`src/rtl/loader_pkg.sv`:
```
// rtl/loader_pkg.sv - shared state encoding and framing constants for the IMEM loader
package loader_pkg;

  typedef enum logic [2:0] {
    IDLE,
    ADDR,
    LEN,
    DATA,
    CSUM,
    FIN
  } state_t;

  localparam int HDR_BYTES      = 4;
  localparam int BYTES_PER_WORD = 4;
  localparam int IDX_W          = $clog2(BYTES_PER_WORD);

endpackage

```
`src/rtl/byte_assembler.sv`:
```
// rtl/byte_assembler.sv - little-endian byte-to-word assembler
// word/word_valid are valid in the cycle the last byte of a word is presented.
module byte_assembler
  import loader_pkg::*;
(
  input  logic        clk,
  input  logic        rst,
  input  logic        clr,
  input  logic        en,
  input  logic [7:0]  data,
  output logic [31:0] word,
  output logic        word_valid
);

  logic [IDX_W-1:0] idx;
  logic [23:0]      sh;

  // Only the first three bytes are stored; the fourth is taken straight from data.
  assign word       = {data, sh};
  assign word_valid = en && (idx == IDX_W'(BYTES_PER_WORD - 1));

  always_ff @(posedge clk or negedge rst) begin
    if (!rst) begin
      idx <= '0;
      sh  <= '0;
    end else if (clr) begin
      idx <= '0;
      sh  <= '0;
    end else if (en) begin
      idx <= idx + IDX_W'(1);
      sh  <= {data, sh[23:8]};
    end
  end

endmodule

```
`src/rtl/imem_loader.sv`:
```
// rtl/imem_loader.sv - framed byte-stream program loader driving the IMEM write port
// Optional trailing-checksum byte enabled by IMEM_LOADER_CHECKSUM_EN.
module imem_loader
  import loader_pkg::*;
#(
  parameter int ADDR_W = 14,
  parameter int LEN_W  = 32
) (
  input  logic              clk,
  input  logic              rst,
  input  logic              start,
  input  logic              in_valid,
  input  logic [7:0]        in_data,
  output logic              in_ready,
  output logic [3:0]        imem_wea,
  output logic [ADDR_W-1:0] imem_addra,
  output logic [31:0]       imem_dina,
  output logic [31:0]       PC_rst,
  output logic              cpu_hold,
  output logic              busy,
  output logic              done,
  output logic              err
);

  state_t            state;
  logic [ADDR_W-1:0] ptr;
  logic [LEN_W-1:0]  cnt;
  logic              fire;
  logic              asm_en;
  logic              asm_clr;
  logic [31:0]       word;
  logic              word_valid;

  assign in_ready = (state == ADDR) || (state == LEN) || (state == DATA) || (state == CSUM);
  assign fire     = in_valid && in_ready;
  assign asm_en   = fire && (state != CSUM);
  assign asm_clr  = (state == IDLE) && start;

  byte_assembler u_asm (
    .clk        (clk),
    .rst        (rst),
    .clr        (asm_clr),
    .en         (asm_en),
    .data       (in_data),
    .word       (word),
    .word_valid (word_valid)
  );

`ifdef IMEM_LOADER_CHECKSUM_EN
  logic [7:0] csum;
  logic       err_q;
  assign err = err_q;
`else
  assign err = 1'b0;
`endif

  always_ff @(posedge clk or negedge rst) begin
    if (!rst) begin
      state      <= IDLE;
      ptr        <= '0;
      cnt        <= '0;
      imem_wea   <= 4'h0;
      imem_addra <= '0;
      imem_dina  <= '0;
      PC_rst     <= '0;
      cpu_hold   <= 1'b0;
      busy       <= 1'b0;
      done       <= 1'b0;
`ifdef IMEM_LOADER_CHECKSUM_EN
      csum       <= '0;
      err_q      <= 1'b0;
`endif
    end else begin
      imem_wea <= 4'h0;
      done     <= 1'b0;
      case (state)
        IDLE: begin
          if (start) begin
            state    <= ADDR;
            busy     <= 1'b1;
            cpu_hold <= 1'b1;
`ifdef IMEM_LOADER_CHECKSUM_EN
            csum     <= '0;
            err_q    <= 1'b0;
`endif
          end
        end
        ADDR: begin
          if (word_valid) begin
            PC_rst <= {word[31:2], 2'b00};
            ptr    <= word[ADDR_W+1:2];
            state  <= LEN;
          end
        end
        LEN: begin
          if (word_valid) begin
            cnt <= word[LEN_W-1:0];
            if (word[LEN_W-1:0] == '0) begin
              state    <= FIN;
              done     <= 1'b1;
              busy     <= 1'b0;
              cpu_hold <= 1'b0;
            end else begin
              state <= DATA;
            end
          end
        end
        DATA: begin
`ifdef IMEM_LOADER_CHECKSUM_EN
          if (fire) csum <= csum ^ in_data;
`endif
          // The write cycle overlaps the next byte, so streaming never stalls.
          if (word_valid) begin
            imem_wea   <= 4'hF;
            imem_addra <= ptr;
            imem_dina  <= word;
            ptr        <= ptr + ADDR_W'(1);
            cnt        <= cnt - LEN_W'(1);
            if (cnt == LEN_W'(1)) begin
`ifdef IMEM_LOADER_CHECKSUM_EN
              state    <= CSUM;
`else
              state    <= FIN;
              done     <= 1'b1;
              busy     <= 1'b0;
              cpu_hold <= 1'b0;
`endif
            end
          end
        end
        CSUM: begin
`ifdef IMEM_LOADER_CHECKSUM_EN
          // A mismatch still releases the core; software decides what to do with err.
          if (fire) begin
            err_q    <= (in_data != csum);
            state    <= FIN;
            done     <= 1'b1;
            busy     <= 1'b0;
            cpu_hold <= 1'b0;
          end
`else
          state <= IDLE;
`endif
        end
        FIN:     state <= IDLE;
        default: state <= IDLE;
      endcase
    end
  end

endmodule

```
`config.mk`:
```
export PLATFORM = sky130hd
export DESIGN_NAME = imem_loader
export DESIGN_NICKNAME = d
export VERILOG_FILES = /design/src/rtl/loader_pkg.sv /design/src/rtl/byte_assembler.sv /design/src/rtl/imem_loader.sv
export SDC_FILE = /design/constraint.sdc
export NUM_CORES = 1
export LEC_CHECK = 0
export CAP_MARGIN = 20
export CELL_PAD_IN_SITES_DETAIL_PLACEMENT = 0
export CELL_PAD_IN_SITES_GLOBAL_PLACEMENT = 2
export CORE_UTILIZATION = 32
export CTS_BUF_LIST = sky130_fd_sc_hd__clkbuf_2
export CTS_CLUSTER_SIZE = 40
export DETAILED_ROUTE_END_ITERATION = 7
export GPL_TIMING_DRIVEN = 0
export HOLD_SLACK_MARGIN = 0.03
export PLACE_DENSITY = 0.83
export SYNTH_ARGS = -nofsm -noshare
export SYNTH_HDL_FRONTEND = slang
export SYNTH_SLANG_ARGS = --single-unit
```
`constraint.sdc`:
```
create_clock -name clk -period 2.1 [get_ports clk]
set_clock_uncertainty 0.2 [all_clocks]
set_input_delay 0.42 -clock clk [delete_from_list [all_inputs] [get_ports clk]]
set_output_delay 0.42 -clock clk [all_outputs]
set_load 0.02 [all_outputs]
```
# Word-level counts from Yosys, hierarchy flattened
# Index checks and enable logic that the tools add are counted.
# Widths: inputs -> output; s select.
[totals] reg_bits=157 in_bits=12 wordCells=76
[classes] add_sub_neg=3 eq_ne=13 mux=30 n_reduce_logical=19
[ops] cell="$mux 32" count=2
[ops] cell="$pmux 32 s2" count=1
[ops] cell="$mux 24" count=2
[ops] cell="$eq 32x1->1 const B" count=1
[ops] cell="$logic_not 32->1" count=1
[ops] cell="$sub 32x1->32 const B" count=1
[ops] cell="$mux 14" count=2
[ops] cell="$pmux 14 s2" count=1
[ops] cell="$mux 3" count=6
[ops] cell="$add 14x1->14 const B" count=1
[ops] cell="$pmux 3 s4" count=1
[ops] cell="$ne 2x1->1 const B" count=5
[ops] cell="$mux 1" count=9
[ops] cell="$mux 4" count=2
[ops] cell="$eq 3x2->1 const B" count=2
[ops] cell="$reduce_and 3->1" count=2
[ops] cell="$reduce_and 6->1" count=1
[ops] cell="$reduce_bool 2->1" count=3
[ops] cell="$reduce_and 5->1" count=1
[ops] cell="$logic_and 1x1->1" count=4
[ops] cell="$mux 2" count=2
[ops] cell="$reduce_and 2->1" count=2
[ops] cell="$eq 3x1->1 const B" count=1
[ops] cell="$eq 3x3->1 const B" count=1
[ops] cell="9 further kinds" count=11

# Logic depth before layout (Yosys ltp)
# Gate-level depths: netlist of the first run.
[logic_depth] ltp_word=9 mapped_depth=9 ltp_nobuf=7

# Hierarchy
# From an unflattened synthesis of the first run, not the netlist that was laid out.
[hier_totals] cells_unflattened=759 hier_area_um2=7328.3
[modules_own_cells] module="imem_loader" instances=1 cells_each=665 area_per_inst_um2=6174.7
[modules_own_cells] module="byte_assembler" instances=1 cells_each=94 area_per_inst_um2=1153.6

# Worst setup path before layout of the first run
# OpenSTA, ideal clock, no wires.
[synth_path] path_kind="register -> register" startpoint="reg cnt[0]" endpoint="reg cnt[28]" setup_time_ns=0.137 t_arrival_ns=1.682 required_ns=1.763 path_slack_ns=0.081 stages_incl_launch_ff=9 path_buffers=1 period_less_slack_ns=2.019 cell_sequence="dfrtp_1 -> inv_1 -> ha_1 -> nor3b_4 -> and4_1 -> buf_4 -> nand2_1 -> o32ai_1 -> a21oi_1"
[synth_between] elab_chain_cells=3
[synth_rtl] item="from (decl)" line="imem_loader.sv:27" source="logic [LEN_W-1:0] cnt;"
[synth_rtl] item="from (signal assigned)" line="imem_loader.sv:97" source="cnt <= word[LEN_W-1:0];"
[synth_rtl] item="from (signal assigned)" line="imem_loader.sv:118" source="cnt <= cnt - LEN_W'(1);"
[synth_rtl] item="$sub 32x1->32" line="imem_loader.sv:118"
[synth_rtl] item="$mux 32" line="imem_loader.sv:113" source="if (word_valid) begin"
[synth_rtl] item="$pmux 32 s2" line="imem_loader.sv:76" source="case (state)"
# Every way passes these cells. The select of a mux whose other input is x is not followed.
# A chain may end at the register's enable or synchronous reset.

# Worst setup path in the final report of the first run
[layout_path] startpoint="reg state[2]" endpoint="out in_ready"
[layout_between] elab_chain_cells=4
[layout_rtl] item="from (decl)" line="imem_loader.sv:25" source="state_t state;"
[layout_rtl] item="from (signal assigned)" line="imem_loader.sv:59" source="state <= IDLE;"
[layout_rtl] item="from (signal assigned)" line="imem_loader.sv:79" source="state <= ADDR;"
[layout_rtl] item="from (signal assigned)" line="imem_loader.sv:92" source="state <= LEN;"
[layout_rtl] item="$eq 3x1->1 or $eq 3x2->1 (tied branches)" line="imem_loader.sv:34" source="assign in_ready = (state == ADDR) || (state == LEN) || (state == DATA) || (state == CSUM);"
[layout_rtl] item="$logic_or 1x1->1 (2 in a row)" line="imem_loader.sv:34"
[layout_rtl] item="$logic_or 1x1->1 (*)" line="imem_loader.sv:34"
[layout_rtl] item="to (decl)" line="imem_loader.sv:14" source="output logic in_ready,"
# Every way passes the cells marked *; elsewhere a longest branch is shown, timed or not.

==> metrics.txt, run 1 <==
# TYPE chip_impl_metric gauge
chip_impl_metric{name="fp-row-count",unit=""} 54
chip_impl_metric{name="worstPathRequired",unit="ns"} 1.48
chip_impl_metric{name="fin_ws",unit="ns"} -0.211
chip_impl_metric{name="ys_ff_latch",unit=""} 154
chip_impl_metric{name="start_util",unit=""} 0.328
chip_impl_metric{name="met2_track_usage_gr",unit=""} 0.324
chip_impl_info{name="status",value="complete, but fails checks"} 1
chip_impl_metric{name="worstPathMaxFanout",unit=""} 5
chip_impl_metric{name="synth.yosys.seq_area_share",unit=""} 0.533
chip_impl_info{name="synth_top_family_by_area",value="simple AND/OR/NAND/NOR gates"} 1
chip_impl_metric{name="initialDrtViolationCount",unit=""} 425
chip_impl_metric{name="postSynthAreaPerCell",unit="µm²"} 9.62
chip_impl_metric{name="cts_num_sinks",unit=""} 154
chip_impl_metric{name="synth_enable_flop_cells",unit=""} 0
chip_impl_info{name="tritoncts",value="yes"} 1
chip_impl_metric{name="synthAdderAreaFrac",unit=""} 0.00692
chip_impl_metric{name="via_per_inst",unit=""} 5.30
chip_impl_metric{name="power-per-cell-area",unit="nW/µm²"} 1450
chip_impl_metric{name="worstSkewPairLatency",unit="ns"} 0.76
chip_impl_metric{name="remaining_drc_errors",unit=""} 9
chip_impl_info{name="cp_cell_sequence",value="buf_6 > xnor2_2 > buf_4"} 1
chip_impl_metric{name="ios",unit=""} 99
chip_impl_metric{name="final_cells",unit=""} 1217
chip_impl_metric{name="ys_warn_count",unit=""} 0
chip_impl_info{name="cts.root.buffer_cell",value="clkbuf_2"} 1
chip_impl_metric{name="layout_worst_path_cycle_share",unit=""} 1.10
chip_impl_metric{name="vdd_drop_max",unit="mV"} 0.440
chip_impl_info{name="gr-max-usage-layer",value="met2"} 1
chip_impl_metric{name="grt_use_met3",unit=""} 0.0464
chip_impl_metric{name="worstMarginPinSlew",unit="ns"} 0.631
chip_impl_metric{name="relSlewSlack",unit=""} 0.579
chip_impl_metric{name="pin_count_of_the_biggest_net_entering_global_routing",unit=""} 91
chip_impl_metric{name="drive_above_1_share",unit=""} 0.341
chip_impl_metric{name="floorplan.die.width",unit="µm"} 152
chip_impl_info{name="crit_path_top_delay_cell",value="dfrtp_1"} 1
chip_impl_metric{name="grt_usage",unit=""} 0.206
chip_impl_metric{name="die_area",unit="µm²"} 23200
chip_impl_metric{name="antenna_found_initial",unit=""} 1
chip_impl_metric{name="num_vias",unit=""} 6446
chip_impl_info{name="timing.critical_path.to_type",value="output pin"} 1
chip_impl_metric{name="finalCriticalPeriod",unit="ns"} 2.31
chip_impl_metric{name="setup_violations",unit=""} 8
chip_impl_metric{name="gr-usage-met1",unit=""} 0.283
chip_impl_info{name="path_category_of_the_worst_min_delay_check",value="in -> reg"} 1
chip_impl_metric{name="global_route_overflow",unit=""} 0
chip_impl_info{name="startpoint_type",value="register"} 1
chip_impl_metric{name="first_global_vias",unit=""} 6245
chip_impl_metric{name="clockBufferDepth",unit=""} 2
chip_impl_metric{name="timing_max_transition_violations_final",unit=""} 0
chip_impl_metric{name="postSynthCellCount",unit=""} 752
chip_impl_metric{name="postRouteAntennaNets",unit=""} 0
chip_impl_metric{name="cp_data_arrival_time",unit="ns"} 1.69
chip_impl_metric{name="layout.nets",unit=""} 939
chip_impl_metric{name="muxShareOfSynthArea",unit=""} 0.0481
chip_impl_metric{name="wire_length_of_the_first_global_routing_pass",unit="µm"} 36900
chip_impl_metric{name="routedWlPerCell",unit="µm"} 19.3
chip_impl_metric{name="core-area",unit="µm²"} 22000
chip_impl_metric{name="p_leak",unit="µW"} 0.00451
chip_impl_info{name="grt_setup_unrepaired",value="yes"} 1
chip_impl_metric{name="clock_edge_transition_at_the_registers_on_the_reported_setup_and_hold_paths",unit="ns"} 0.28
chip_impl_metric{name="async_reset_ff_frac",unit=""} 1.00
chip_impl_metric{name="tritoncts.num_buffers",unit=""} 17
chip_impl_metric{name="area.growth.synth_to_final",unit="%"} 28.7
chip_impl_metric{name="count_of_tritonroute_iterations_in_the_first_routing_pass",unit=""} 8
chip_impl_metric{name="fmax",unit="GHz"} 0.433
chip_impl_metric{name="gpl.final_weighted_congestion",unit=""} 0.833
chip_impl_metric{name="cap_viol_max_count",unit=""} 0
chip_impl_metric{name="finalHoldViolCount",unit=""} 0
chip_impl_metric{name="synthXorXnorAreaFrac",unit=""} 0.00121
chip_impl_metric{name="fp.dieH",unit="µm"} 152
chip_impl_metric{name="totalPowerFinal",unit="µW"} 13500
chip_impl_metric{name="placedCellCount",unit=""} 1130
chip_impl_metric{name="total_wirelength_of_the_detailed_routed_design",unit="µm"} 23500
chip_impl_metric{name="fin_worst_hold_slack",unit="ns"} 0.131
chip_impl_info{name="worst-setup-path-type",value="reg -> out"} 1
chip_impl_metric{name="synth.cell_area",unit="µm²"} 7230
chip_impl_metric{name="clock_tree.htree_level_count",unit=""} 4
chip_impl_info{name="violations",value="design-rule violations, negative setup slack"} 1
chip_impl_metric{name="num-fill-cells",unit=""} 2182
chip_impl_metric{name="netlist-cell-type-count",unit=""} 60
chip_impl_metric{name="post-dp-hpwl",unit="µm"} 15600
chip_impl_info{name="synth_flop_cell",value="dfrtp_1"} 1
chip_impl_metric{name="compound_gate_fraction_of_synth_area",unit=""} 0.147
chip_impl_metric{name="port-buffer-count",unit=""} 95
chip_impl_metric{name="synthSimpleGateAreaFrac",unit=""} 0.225
chip_impl_metric{name="timing.critical_path.slowest_cell_delay",unit="ns"} 0.46
[report_power, final]
group / total (µW) / leakage (µW) / internal, µW / switching, µW
clock network: 1720 / 0.000142 / 477 / 1240
registers: 5690 / 0.00196 / 4140 / 1550
logic: 6070 / 0.00241 / 2540 / 3530
total: 13500 / 0.00451 / 7160 / 6320
[repair_timing]
action,in CTS,in global routing
pin swaps,8,27
hold buffers,2,0
cloned,0,0
hold endpoints to repair,154,0
endpoints found under the setup margin,226,164
resized for setup,361,126
setup buffers,35,22
[registers in the layout, indices dropped and copies added, names as in the netlist]
signal,cells
PC_rst,30
busy,1
cnt,32
done,1
imem_addra,14
imem_dina,32
imem_wea,1
ptr,14
state,3
u_asm.idx,2
u_asm.sh,24
[worst max-delay path, delay by kind of cell, from the launching register on]
| kind | cells | cell delay, ns |
|---|---|---|
| buf+inv | 2 | 0.30 |
| flops | 1 | 0.46 |
| xor+xnor | 1 | 0.16 |
[stage by stage]
| step | setup slack (ns) | area, µm² | TNS (ns) | utilization |
|---|---|---|---|---|
| 2_1_floorplan | 0.0808 | 7240 | 0 | - |
| 3_3_place_gp | -6.23 | 8540 | -1057.36 | 0.388 |
| 3_5_place_dp | -1.08 | 8570 | -97.29 | 0.389 |
| 4_1_cts | -0.243 | 9170 | -0.586 | 0.416 |
| 5_1_grt | -0.281 | 9310 | -2.07 | 0.423 |
| 6_report | -0.211 | 9310 | -0.538 | 0.423 |
[placed cells by master, fill, tap and decap left out, drive strengths merged, types with 5 or more instances in the layout]
master | Yosys | routed
or3 | 7 | 7
a22o | 15 | 15
o22ai | 6 | 6
o22a | 12 | 12
dfrtp | 154 | 154
nand3 | 13 | 13
a31oi | 11 | 11
nand4 | 11 | 11
clkdlybuf4s50 | 0 | 10
buf | 26 | 164
a2bb2oi | 5 | 5
nand2 | 182 | 182
nor2 | 56 | 56
mux2 | 30 | 30
o21ai | 34 | 34
a21oi | 59 | 59
nor3 | 22 | 22
clkbuf | 28 | 45
nor4 | 21 | 21
inv | 5 | 13
[final timing paths]
check	cells past startpoint	start	endpoint	slack [ns]
min in group asynchronous	3	rst	imem_addra[3]	0.49
max in group asynchronous	4	rst	cnt[21]	0.29
hold reg to reg	2	imem_dina[29]	imem_dina[29]	0.31
setup reg to reg	5	cnt[11]	cnt[27]	-0.03
hold / removal	3	in_data[7]	imem_dina[31]	0.13
setup / recovery	3	state[2]	in_ready	-0.21
[kinds of logic (layout without fill, tap and decap cells)]
family                     Yosys count  in the layout
and+or+nand+nor                    335            335
buffers and inverters               59            241
muxes                               31             31
AOI/OAI and AO/OA                  167            167
other                                1              4
xor gates and xnor gates             1              1
adders and majority gates            4              4
DFF                                154            154
[synth_stat cells (3+ instances only)]
cell type | instances | area [µm²]
a2bb2oi_1 | 5 | 43.8
nand2_1 | 182 | 683
nand3_1 | 12 | 60.1
inv_1 | 5 | 18.8
a311oi_1 | 4 | 35.0
a31oi_1 | 11 | 68.8
nor4_4 | 3 | 63.8
clkbuf_1 | 28 | 105
dfrtp_1 | 154 | 3850
a21oi_1 | 59 | 295
o2bb2ai_1 | 3 | 26.3
nor2_1 | 55 | 206
and4_1 | 4 | 35.0
o22ai_1 | 6 | 37.5
a22oi_1 | 3 | 22.5
o21ai_0 | 34 | 170
nor3_1 | 20 | 100
or3_1 | 7 | 43.8
buf_2 | 16 | 80.1
and2_1 | 3 | 18.8
nor4_1 | 13 | 81.3
nand4_1 | 11 | 68.8
nor4_2 | 5 | 62.6
a41o_1 | 3 | 30.0
o22a_1 | 12 | 105
ha_1 | 4 | 50.1
a22o_1 | 15 | 131
buf_4 | 9 | 67.6
mux2_2 | 30 | 338
[area by class of cell]
cell class,instances,area [µm²],area share
Antenna cell,1,2.50,0.000269
Timing Repair Buffer,155,1090,0.117
Buffer,49,334,0.0359
Inverter,5,21.3,0.00228
Clock buffer,17,85.1,0.00914
Clock inverter,15,154,0.0165
Tap cell,280,350,0.0376
Multi-Input combinational cell,541,3400,0.365
Sequential cell,154,3870,0.416
[metal layers]
| layer | vias to the layer above | share of wire |
|---|---|---|
| met5 | - | 0 |
| met4 | 0 | 0.026 |
| met3 | 44 | 0.059 |
| met2 | 181 | 0.46 |
| met1 | 3216 | 0.46 |
| li1 | 3005 | - |
Power figures use the tool's default switching activity.
==> inputs of run 2 (changes only) <==
CORE_UTILIZATION = 38   (was 32)
PLACE_DENSITY = 0.92   (was 0.83)
clock period = 2.74 ns   (was 2.1 ns; I/O delays follow)
==> run 2 against run 1 <==
  * The run now ends clean
  * Cell count fell by 8.0%
  * Utilization is 4.8 points higher
  * Sequential share of layout area is 2.2 points higher
==> metrics.txt, run 2 (synthesis gave the netlist of run 1 again) <==
# TYPE chip_impl_metric gauge
chip_impl_info{name="status",value="finished, final reports clean"} 1
chip_impl_metric{name="worstPathRequired",unit="ns"} 1.99
chip_impl_metric{name="worstPathMaxFanout",unit=""} 3
chip_impl_metric{name="floorplan.die.width",unit="µm"} 140
chip_impl_info{name="crit_path_top_delay_cell",value="clkdlybuf4s50_1"} 1
chip_impl_metric{name="initialDrtViolationCount",unit=""} 409
chip_impl_metric{name="setup_violations",unit=""} 0
chip_impl_metric{name="post-dp-hpwl",unit="µm"} 15000
chip_impl_metric{name="timing.critical_path.slowest_cell_delay",unit="ns"} 0.63
chip_impl_metric{name="num-fill-cells",unit=""} 1811
chip_impl_metric{name="clock_edge_transition_at_the_registers_on_the_reported_setup_and_hold_paths",unit="ns"} 0.25
chip_impl_metric{name="antenna_found_initial",unit=""} 1
chip_impl_metric{name="fmax",unit="GHz"} 0.379
chip_impl_metric{name="num_vias",unit=""} 6120
chip_impl_metric{name="relSlewSlack",unit=""} 0.542
chip_impl_metric{name="cts_num_sinks",unit=""} 154
chip_impl_metric{name="via_per_inst",unit=""} 5.46
chip_impl_metric{name="layout_worst_path_cycle_share",unit=""} 0.963
chip_impl_metric{name="clockBufferDepth",unit=""} 2
chip_impl_metric{name="layout.nets",unit=""} 887
chip_impl_metric{name="port-buffer-count",unit=""} 95
chip_impl_metric{name="place_ws",unit="ns"} -0.480
chip_impl_metric{name="cap_viol_max_count",unit=""} 0
chip_impl_info{name="biggestRegsByFlops",value="cnt (32), imem_dina (32), PC_rst (30)"} 1
chip_impl_metric{name="final_cells",unit=""} 1120
chip_impl_info{name="cts.root.buffer_cell",value="clkbuf_2"} 1
chip_impl_metric{name="total_wirelength_of_the_detailed_routed_design",unit="µm"} 21400
chip_impl_metric{name="ios",unit=""} 99
chip_impl_metric{name="pin_count_of_the_biggest_net_entering_global_routing",unit=""} 83
chip_impl_metric{name="global_route_overflow",unit=""} 0
chip_impl_metric{name="power-per-cell-area",unit="nW/µm²"} 1130
chip_impl_metric{name="finalCriticalPeriod",unit="ns"} 2.64
chip_impl_metric{name="finalHoldViolCount",unit=""} 0
chip_impl_info{name="layout.cells.most_common_list",value="nand2_1, dfrtp_1, clkdlybuf4s50_1, a21oi_1, nor2_1"} 1
chip_impl_metric{name="timing_max_transition_violations_final",unit=""} 0
chip_impl_metric{name="wire_length_of_the_first_global_routing_pass",unit="µm"} 34400
chip_impl_metric{name="postRouteAntennaNets",unit=""} 0
chip_impl_metric{name="drive_above_1_share",unit=""} 0.127
chip_impl_metric{name="tritoncts.num_buffers",unit=""} 17
chip_impl_metric{name="first_global_vias",unit=""} 5867
chip_impl_metric{name="clock_tree.htree_level_count",unit=""} 4
chip_impl_metric{name="cp_data_arrival_time",unit="ns"} 1.89
chip_impl_metric{name="totalPowerFinal",unit="µW"} 9940
chip_impl_info{name="cp_top_family",value="buffers and inverters"} 1
chip_impl_metric{name="vdd_drop_max",unit="mV"} 0.401
chip_impl_metric{name="start_util",unit=""} 0.387
chip_impl_metric{name="gpl.final_weighted_congestion",unit=""} 0.859
chip_impl_metric{name="placedCellCount",unit=""} 1084
chip_impl_metric{name="placed_cell_area",unit="µm²"} 8520
chip_impl_metric{name="fp.dieH",unit="µm"} 140
chip_impl_metric{name="fin_ws",unit="ns"} 0.101
chip_impl_metric{name="final_util",unit=""} 0.471
chip_impl_metric{name="fp-row-count",unit=""} 50
chip_impl_metric{name="area.growth.synth_to_final",unit="%"} 21.8
chip_impl_metric{name="die_area",unit="µm²"} 19600
chip_impl_metric{name="core-area",unit="µm²"} 18700
chip_impl_info{name="tritoncts",value="yes"} 1
chip_impl_metric{name="area_of_all_placed_cells_without_fillers",unit="µm²"} 8810
chip_impl_info{name="cp_cell_sequence",value="clkdlybuf4s50_1"} 1
chip_impl_metric{name="count_of_tritonroute_iterations_in_the_first_routing_pass",unit=""} 5
chip_impl_metric{name="routedWlPerCell",unit="µm"} 19.1
chip_impl_metric{name="remaining_drc_errors",unit=""} 0
chip_impl_info{name="worst-setup-path-type",value="reg -> out"} 1
chip_impl_metric{name="worstMarginPinSlew",unit="ns"} 0.687
chip_impl_metric{name="p_leak",unit="µW"} 0.00396
chip_impl_metric{name="crit_buf_inv",unit=""} 1
chip_impl_metric{name="regToRegSetupSlack",unit="ns"} 0.20
chip_impl_info{name="layout_commonest_cell",value="nand2_1"} 1
chip_impl_metric{name="grt_usage",unit=""} 0.231
chip_impl_info{name="path_category_of_the_worst_min_delay_check",value="in -> async"} 1
chip_impl_info{name="startpoint_type",value="register"} 1
chip_impl_info{name="timing.critical_path.to_type",value="output pin"} 1
chip_impl_metric{name="worstSkewPairLatency",unit="ns"} 0.79
run 2: stage by stage:
step	hold WS (ns)	setup TNS [ns]
2_1_floorplan	0.0524	0
3_3_place_gp	0.258	-889.88
3_5_place_dp	0.261	-23.29
4_1_cts	0.0644	0
5_1_grt	0.0572	-0.0000615
6_report	0.0827	0
run 2: report_power, final:
group / leakage, µW / internal (µW) / total, µW / switching (µW)
Sequential: 0.00198 / 3160 / 4240 / 1080
Combinational: 0.00183 / 1860 / 4350 / 2500
Clock: 0.000153 / 444 / 1350 / 906
run 2: cell type report:
class,count,area (µm²),share of cell area
Clock buffer,17,85.1,0.00966
Inverter,5,18.8,0.00213
Timing Repair Buffer,98,1010,0.114
Clock inverter,15,161,0.0183
Antenna cell,2,5.00,0.000568
Sequential cell,154,3850,0.437
Buffer,54,258,0.0293
Multi-Input combinational cell,541,3130,0.355
Tap cell,234,293,0.0332
run 2: repair_timing:
action | CTS | global route
pin swaps | 0 | 0
endpoints found under the setup margin | 2 | 35
resized for setup | 7 | 8
hold buffers | 1 | 0
hold endpoints to repair | 146 | 0
buffers inserted | 1 | 0
run 2: layer usage:
metal | share of wire | track usage | vias to the layer above
li1 | - | - | 2899
met1 | 0.47 | 0.329 | 3014
met2 | 0.46 | 0.353 | 176
met3 | 0.047 | 0.0403 | 31
met4 | 0.020 | 0.0787 | 0
met5 | 0 | 0 | -
run 2: worst paths after layout:
kind	end	cells after the start	start
min	ptr[7]	2	rst
min reg2reg	imem_addra[7]	2	imem_addra[7]
max in group asynchronous	u_asm.idx[1]	3	rst
max	busy	1	busy
min in group clk	state[0]	3	start
max reg2reg	imem_dina[13]	9	u_asm.idx[0]
